**config.mk**
```make
export PLATFORM = sky130hd
export DESIGN_NAME = vx_timeit_csr
export DESIGN_NICKNAME = d
export VERILOG_FILES = /design/src/rtl/vx_timeit_csr.sv
export SDC_FILE = /design/constraint.sdc
export NUM_CORES = 1
export LEC_CHECK = 0
export CAP_MARGIN = 40
export CORE_MARGIN = 10
export CORE_UTILIZATION = 55
export DETAILED_ROUTE_END_ITERATION = 16
export PLACE_DENSITY = 0.85
export SETUP_SLACK_MARGIN = 0.3
export SYNTH_ARGS = -nofsm -noshare
export SYNTH_HDL_FRONTEND = slang
export SYNTH_SLANG_ARGS = --single-unit
```
**constraint.sdc**
```tcl
create_clock -name clk -period 4.77 [get_ports clk]
set_clock_uncertainty 0.1 [all_clocks]
set_input_delay 0.7155 -clock clk [delete_from_list [all_inputs] [get_ports clk]]
set_output_delay 0.7155 -clock clk [all_outputs]
set_load 0.005 [all_outputs]
```
**src/rtl/vx_timeit_csr.sv**
```systemverilog
// vx_timeit_csr: timed-region profiler on the commit-to-CSR path.
// Holds the region start/end PCs and enable for commit, and counts cycles
// and retired instructions while any warp is inside the region. Software
// controls and reads it through an 8-entry CSR window at CSR_BASE.
module vx_timeit_csr #(
  parameter int          NUM_WARPS = 4,
  parameter int          COMMIT_W  = 5,
  parameter logic [11:0] CSR_BASE  = 12'h7C0
) (
  input  logic                 clk,
  input  logic                 reset_n,
  input  logic                 cmt_valid,
  input  logic [COMMIT_W-1:0]  cmt_commit_size,
  input  logic [NUM_WARPS-1:0] cmt_timeit_active,
  output logic [31:0]          timeit_start_addr,
  output logic [31:0]          timeit_end_addr,
  output logic                 timeit_enable,
  input  logic                 csr_write_valid,
  input  logic [11:0]          csr_write_addr,
  input  logic [31:0]          csr_write_data,
  input  logic                 csr_read_valid,
  input  logic [11:0]          csr_read_addr,
  output logic [31:0]          csr_read_data,
  output logic                 csr_read_data_valid,
  output logic                 timeit_done
);

  typedef enum logic [1:0] {
    IDLE    = 2'd0,
    ARMED   = 2'd1,
    RUNNING = 2'd2,
    DONE    = 2'd3
  } state_e;

  state_e      state_q, state_d;
  logic [63:0] cyc_q, cyc_d;
  logic [63:0] ins_q, ins_d;
  logic        done_q, done_d;
  logic        enable_q;
  logic [31:0] start_q, end_q;
  logic [31:0] cyc_shadow_q, ins_shadow_q;
  logic [31:0] read_data_q;
  logic        read_valid_q;

  // Window decode: subtracting the base first keeps the test wrap-safe.
  logic [11:0] wr_off, rd_off;
  logic        wr_in, rd_in;
  logic        ctrl_wr, ctrl_en, ctrl_clr;
  logic        any_active, live;
  logic [31:0] rd_mux;

  assign wr_off     = csr_write_addr - CSR_BASE;
  assign rd_off     = csr_read_addr - CSR_BASE;
  assign wr_in      = csr_write_valid && (wr_off < 12'd8);
  assign rd_in      = rd_off < 12'd8;
  assign ctrl_wr    = wr_in && (wr_off[2:0] == 3'd2);
  assign ctrl_en    = csr_write_data[0];
  assign ctrl_clr   = csr_write_data[1];
  assign any_active = |cmt_timeit_active;
  assign live       = (state_q == ARMED) || (state_q == RUNNING);

  // Next-state and counter update: counting first, then CTRL writes override it.
  always_comb begin
    state_d = state_q;
    cyc_d   = cyc_q;
    ins_d   = ins_q;
    done_d  = done_q;
    if (live && any_active) begin
      cyc_d = cyc_q + 64'd1;
      if (cmt_valid) ins_d = ins_q + 64'(cmt_commit_size);
    end
    unique case (state_q)
      IDLE: begin
        if (ctrl_wr && ctrl_en) begin
          state_d = ARMED;
          cyc_d   = '0;
          ins_d   = '0;
        end
      end
      ARMED: begin
        if (ctrl_wr && !ctrl_en) begin
          state_d = IDLE;
          cyc_d   = cyc_q;
          ins_d   = ins_q;
        end else if (any_active) begin
          state_d = RUNNING;
        end
      end
      RUNNING: begin
        if (ctrl_wr && !ctrl_en) begin
          state_d = IDLE;
          cyc_d   = cyc_q;
          ins_d   = ins_q;
        end else if (!any_active) begin
          state_d = DONE;
          done_d  = 1'b1;
        end
      end
      DONE: begin
        if (ctrl_wr && ctrl_en) begin
          state_d = ARMED;
          cyc_d   = '0;
          ins_d   = '0;
          done_d  = 1'b0;
        end
      end
      default: state_d = IDLE;
    endcase
    if (ctrl_wr && ctrl_clr) begin
      cyc_d  = '0;
      ins_d  = '0;
      done_d = 1'b0;
      if (state_q == DONE) state_d = IDLE;
    end
  end

  // Read mux over pre-edge register values; HI entries come from the shadows.
  always_comb begin
    rd_mux = '0;
    if (rd_in) begin
      unique case (rd_off[2:0])
        3'd0: rd_mux = start_q;
        3'd1: rd_mux = end_q;
        3'd2: rd_mux = {30'b0, live, 1'b0};
        3'd3: rd_mux = cyc_q[31:0];
        3'd4: rd_mux = cyc_shadow_q;
        3'd5: rd_mux = ins_q[31:0];
        3'd6: rd_mux = ins_shadow_q;
        3'd7: rd_mux = {28'b0, state_q, done_q, any_active};
        default: rd_mux = '0;
      endcase
    end
  end

  // Profiler state, counters and the commit-facing enable.
  always_ff @(posedge clk or negedge reset_n) begin
    if (!reset_n) begin
      state_q  <= IDLE;
      cyc_q    <= '0;
      ins_q    <= '0;
      done_q   <= 1'b0;
      enable_q <= 1'b0;
    end else begin
      state_q  <= state_d;
      cyc_q    <= cyc_d;
      ins_q    <= ins_d;
      done_q   <= done_d;
      enable_q <= (state_d == ARMED) || (state_d == RUNNING);
    end
  end

  // Region PCs are locked while a region is armed or running.
  always_ff @(posedge clk or negedge reset_n) begin
    if (!reset_n) begin
      start_q <= '0;
      end_q   <= '0;
    end else if (wr_in && !live) begin
      if (wr_off[2:0] == 3'd0) start_q <= csr_write_data;
      if (wr_off[2:0] == 3'd1) end_q   <= csr_write_data;
    end
  end

  // Read response register plus HI shadows captured on LO reads.
  always_ff @(posedge clk or negedge reset_n) begin
    if (!reset_n) begin
      read_data_q  <= '0;
      read_valid_q <= 1'b0;
      cyc_shadow_q <= '0;
      ins_shadow_q <= '0;
    end else begin
      read_valid_q <= csr_read_valid;
      if (csr_read_valid) begin
        read_data_q <= rd_mux;
        if (rd_in && rd_off[2:0] == 3'd3) cyc_shadow_q <= cyc_q[63:32];
        if (rd_in && rd_off[2:0] == 3'd5) ins_shadow_q <= ins_q[63:32];
      end
    end
  end

  assign timeit_start_addr   = start_q;
  assign timeit_end_addr     = end_q;
  assign timeit_enable       = enable_q;
  assign timeit_done         = done_q;
  assign csr_read_data       = read_data_q;
  assign csr_read_data_valid = read_valid_q;

endmodule

```
Yosys cells after proc, flatten, opt, wreduce, memory -nomap -nowiden
Index checks and enable logic that the tools add are counted.
{ "op_classes": {"add_sub_neg": 4, "order_cmp": 2, "n_eq_ne": 18, "n_mux": 26, "reduce_logical": 25} }
{ "op_table": {"columns": ["cell", "n"], "rows": [
  ["$mux 64", 9],
  ["$pmux 32 s8", 1],
  ["$pmux 64 s2", 2],
  ["$add 64x1->64 const B", 1],
  ["$add 64x5->64", 1],
  ["$mux 32", 1],
  ["$lt 12x4->1 const B", 2],
  ["$sub 12x11->12 const B", 2],
  ["$mux 2", 7],
  ["$eq 3x3->1 const B", 4],
  ["$eq 3x2->1 const B", 3],
  ["$logic_and 1x1->1", 9],
  ["$ne 3x2->1 const B", 3],
  ["$reduce_and 2->1", 4],
  ["$eq 2x2->1 const B", 3],
  ["$eq 3x1->1 const B", 2],
  ["$logic_not 3->1", 2],
  ["$pmux 2 s3", 1],
  ["$eq 2x1->1 const B", 2],
  ["$mux 1", 4],
  ["$reduce_and 4->1", 1],
  ["$reduce_or 2->1", 2],
  ["$reduce_or 4->1", 1],
  ["$ne 3x3->1 const B", 1],
  ["other kinds (5)", 7]
]} }
{ "totals": {"ff_bits": 293, "output_inout_bits": 99, "elab_cells": 86} }

Longest topological paths before layout
{ "depth": {"depth_word": 11, "mapped_depth": 11, "ltp_nobuf": 9} }

Worst setup path before layout
Ideal clock, no wire load.
{ "synth_path": {"path_kind": "input -> register", "startpoint": "input port cmt_commit_size[0]", "endpoint": "register ins_q[54]", "arrival_time_ps": 2846, "required_ps": 4592, "path_slack_ps": 1746, "stages": 10, "path_buffers": 1, "cell_sequence": "ha_1 > inv_1 > fa_1 > nand2b_1 > a21oi_1 > nor2_1 > or3_1 > buf_2 > or4_1 > a21oi_1"} }
{ "synth_between": {"elab_chain_len": 6, "word_cells_on_any_way": 7, "classes_between": "add/sub: 1; mux: 6"} }
{ "synth_rtl": {"columns": ["element", "line", "source"], "rows": [
  ["start: declaration", "13", "input logic [COMMIT_W-1:0] cmt_commit_size,"],
  ["$add 64x5->64 *", "70", "if (cmt_valid) ins_d = ins_q + 64'(cmt_commit_size);"],
  ["$mux 64 *", "70", null],
  ["$mux 64 *", "68", "if (live && any_active) begin"],
  ["$mux 64 (on tied branches)", null, null],
  ["$pmux 64 s2 *", "72", "unique case (state_q)"],
  ["$mux 64 *", "109", "if (ctrl_wr && ctrl_clr) begin"],
  ["end signal: assignment", "146", "ins_q <= ins_d;"],
  ["end: declaration", "37", "logic [63:0] ins_q, ins_d;"]
]} }
Every way passes the cells marked *; elsewhere a longest branch is shown, timed or not. The select of a mux whose other input is x is not followed.
A chain may end at the register's enable or synchronous reset.

Worst setup path in the final report
{ "layout_path": {"startpoint": "register state_q[0]", "endpoint": "register ins_q[46]"} }
{ "layout_between": {"elab_chain_len": 7, "word_cells_on_any_way": 14, "classes_between": "eq/ne: 4; mux: 5; reduce/logical: 5"} }
{ "layout_rtl": {"columns": ["element", "line", "source"], "rows": [
  ["start: declaration", "35", "state_e state_q, state_d;"],
  ["start signal: assignment", "144", "state_q <= state_d;"],
  ["$eq 2x1->1 or $eq 2x2->1 (tied branches)", "60, 72", null],
  ["$logic_or 1x1->1", "60", "assign live = (state_q == ARMED) || (state_q == RUNNING);"],
  ["$logic_and 1x1->1", "68", null],
  ["$mux 64", "68", null],
  ["$mux 64 (on tied branches)", null, null],
  ["$pmux 64 s2", "72", null],
  ["$mux 64", "109", null]
]} }
Parallel ways exist; a longest one is shown, timed or not. The select of a mux whose other input is x is not followed.

==> impl_metrics.yaml <==
run_status:
  outcome: "completed"
sta:
  maxSlewHeadroom_pct: 34.6
  max_slew.worst_pin.slew_ns: 0.972
  setup_viol: 0
  rsz0062_at_grt: "false"
  slew_viol_final: 0
  finalHoldViolCount: 0
  max_freq_mhz: 288
  finalCritPeriodShare_pct: 72.7
  period_needed_ns: 3.47
  final.setup.tns_ns: 0
finish:
  fin_area_um2: 18200
  area_growth_syn_to_layout_pct: 20.1
  nets: 1751
  drive_gt1_share_pct: 14.5
  final_core_util_pct: 67.2
worst_setup_path:
  slowest_delay_ns: 0.62
  critPathTopFamily: "simple AND/OR/NAND/NOR gates"
  path_class: "reg -> reg"
  cp_max_fo: 11
  crit_buf_inv: 1
  arrival_ns: 3.85
  r2r_slack_ns: 1.30
  r2r-start: "state_q[0]"
  cp_slowest_cell: "or3_1"
  r2r_cells: 7
  required_ns: 5.16
  cp-end-kind: "flip-flop"
  worst_setup_path_start_kind: "flip-flop"
  path_cells: "inv_1 -> ha_1 -> nor2_2 -> o211ai_1 -> or3_1 -> or4_1 -> a21oi_1"
  r2r-end: "ins_q[46]"
pwr:
  ir_drop_uv: 243
  power_density_nw_per_um2: 334
  power_leakage_nw: 7.71
die:
  start_util_pct: 56.0
  rows: 60
  fp.dieW_um: 186
  fp.dieArea_um2: 34500
  die_y_um: 186
  core-area_um2: 27000
  ios: 169
clocking:
  post_cts_buffers: 0
  clk_pin_slew_worst_paths_ns: 0.06
  cts_resized: 0
  clkLatencyLatePin_ns: 0.57
  cts_buffers: 30
  clkSinkCount: 293
  htreeDepth: 1
  cts_tree: "done"
  hold_buffers: 0
  root_buffer: "clkbuf_16"
  cts_buffer_depth: 3
placed_design:
  placed_cell_area_um2: 17200
  place_congestion: 0.981
  dp_hpwl_um: 36100
  port_buffers: 168
yosys:
  async_flop_share_pct: 100
  yosysTopAreaCell: "dfrtp_1"
  syn_area_per_cell_um2: 9.90
  synth_top_area_share_pct: 48.5
  synth_area_um2: 15100
  yosysSeqAreaShare_pct: 48.5
  synth_edf_count: 0
  synthCells: 1528
  ys_warn_count: 0
  synth_cell_types: 69
  synth-main-ff-cell: "dfrtp_1"
  yosys-top-cells-area: "dfrtp_1 (48%), mux2_2 (11%), xnor2_1 (3.5%)"
  syn-num-nets: 1608
  synth_seq_cells: 293
grt:
  grtUsageTotal_pct: 28.3
  grt_pass1_wl_um: 76500
  antenna_found_initial: 1
  overflow: 0
  grt_pass1_vias: 13200
  grt_max_degree: 102
route:
  first_pass_iters: 6
  vias_per_cell: 6.59
  drc: 0
  ant_nets: 0
  wl_per_cell_um: 24.4
  wl_um: 49600
  vias: 13400
  first_iter_violations: 1588
run:
  drv_cap: 0
worst_hold_path:
  hp-class: "in -> async"
[power breakdown]
group / total, W / switching [W] / internal, W
clock: 0.00238 / 0.000974 / 0.00140
combinational: 0.00101 / 0.000667 / 0.000338
sequential: 0.00270 / 0.000127 / 0.00257
total: 0.00608 / 0.00177 / 0.00431
[per-layer routing]
| layer | vias to the layer above | wire length (um) | track usage [%] |
|---|---|---|---|
| li1 | 5801 | - | - |
| met1 | 6544 | 18700 | 36.2 |
| met2 | 899 | 22500 | 44.6 |
| met3 | 158 | 6230 | 7.25 |
| met4 | 0 | 2180 | 12.4 |
| met5 | - | 0 | 0 |
[how the worst max path moves through the flow]
stage	startpoint	to	slack, ns	cells past startpoint
2_1_floorplan	cmt_commit_size[0]	ins_q[54]	1.75	10
3_3_place_gp	cmt_commit_size[0]	ins_q[46]	1.03	10
3_5_place_dp	cmt_commit_size[0]	ins_q[46]	0.91	10
4_1_cts	state_q[0]	ins_q[46]	1.40	7
5_1_grt	state_q[0]	ins_q[46]	1.18	7
6_report	state_q[0]	ins_q[46]	1.30	7
[logic make-up (layout without fill, tap and decap cells)]
logic type / after synthesis / in the layout / synth area share, %
other cells: 0 / 1 / 0
mux: 154 / 154 / 11.4
xor+xnor: 73 / 73 / 4.23
simple gates: 534 / 534 / 18.7
buf+inv: 170 / 335 / 4.35
fa+ha+maj: 10 / 10 / 0.877
flops: 293 / 293 / 48.5
compound gates: 294 / 294 / 12.0
[cell usage after synthesis, types with 4 or more instances]
cell type  instances
nor4_1            43
nand3_1           51
a211oi_1           9
a21oi_1          105
nand2b_1          17
nor2_1           136
a31o_2             4
nor2b_1            4
and3_1            25
xor2_1            12
inv_1             81
nand4_1           38
buf_1             14
o22ai_1           26
clkbuf_1          61
a221oi_1          26
and2_1             5
or2_2              4
a22o_1            10
mux2_2           142
nor3_1            32
o21ai_0           69
dfrtp_1          293
o211ai_1           6
or4_1             18
and4_1            12
ha_1               9
o31ai_1           13
buf_2             12
nand2_1           98
xnor2_1           61
or3_1             24
o21a_1             6
mux2i_1           11
[per-stage QoR]
step	hold WS [ns]	total power (W)	std cells	setup WS, ns
after floorplan	0.320	0.00328	1528	1.75
after global placement	0.374	0.00365	1976	1.03
after detailed placement	0.385	0.00370	1979	0.913
after CTS	0.140	0.00605	2033	1.40
after global routing	0.140	0.00627	2035	1.18
final	0.0771	0.00608	2035	1.30
[layout make-up]
type	instances	area (um^2)
multi-input cells	1065	7170
clock buffers	49	913
diodes	1	2.50
inverters	81	304
clock inverters	5	77.6
well taps	341	427
flip-flops and latches	293	7330
repair buffers	200	1950
fillers	1994	8850
[state kept, by name (all words and copies together), names as in the netlist]
register / cells
cyc_q: 64
ins_q: 64
csr_read_data: 32
cyc_shadow_q: 32
ins_shadow_q: 32
timeit_end_addr: 32
timeit_start_addr: 32
state_q: 2
csr_read_data_valid: 1
timeit_done: 1
timeit_enable: 1
[cell usage in the layout (no fill, tap or decap), types with 26 or more instances in the layout]
master,netlist,final
dfrtp_1,293,293
clkdlybuf4s50_1,0,164
mux2_2,142,142
nor2_1,136,133
a21oi_1,105,105
nand2_1,98,98
inv_1,81,81
o21ai_0,69,69
xnor2_1,61,61
nand3_1,51,51
nor4_1,43,43
nand4_1,38,38
nor3_1,32,32
clkbuf_16,0,31
buf_4,1,28
a221oi_1,26,26
o22ai_1,26,26
Power figures use the tool's default switching activity.
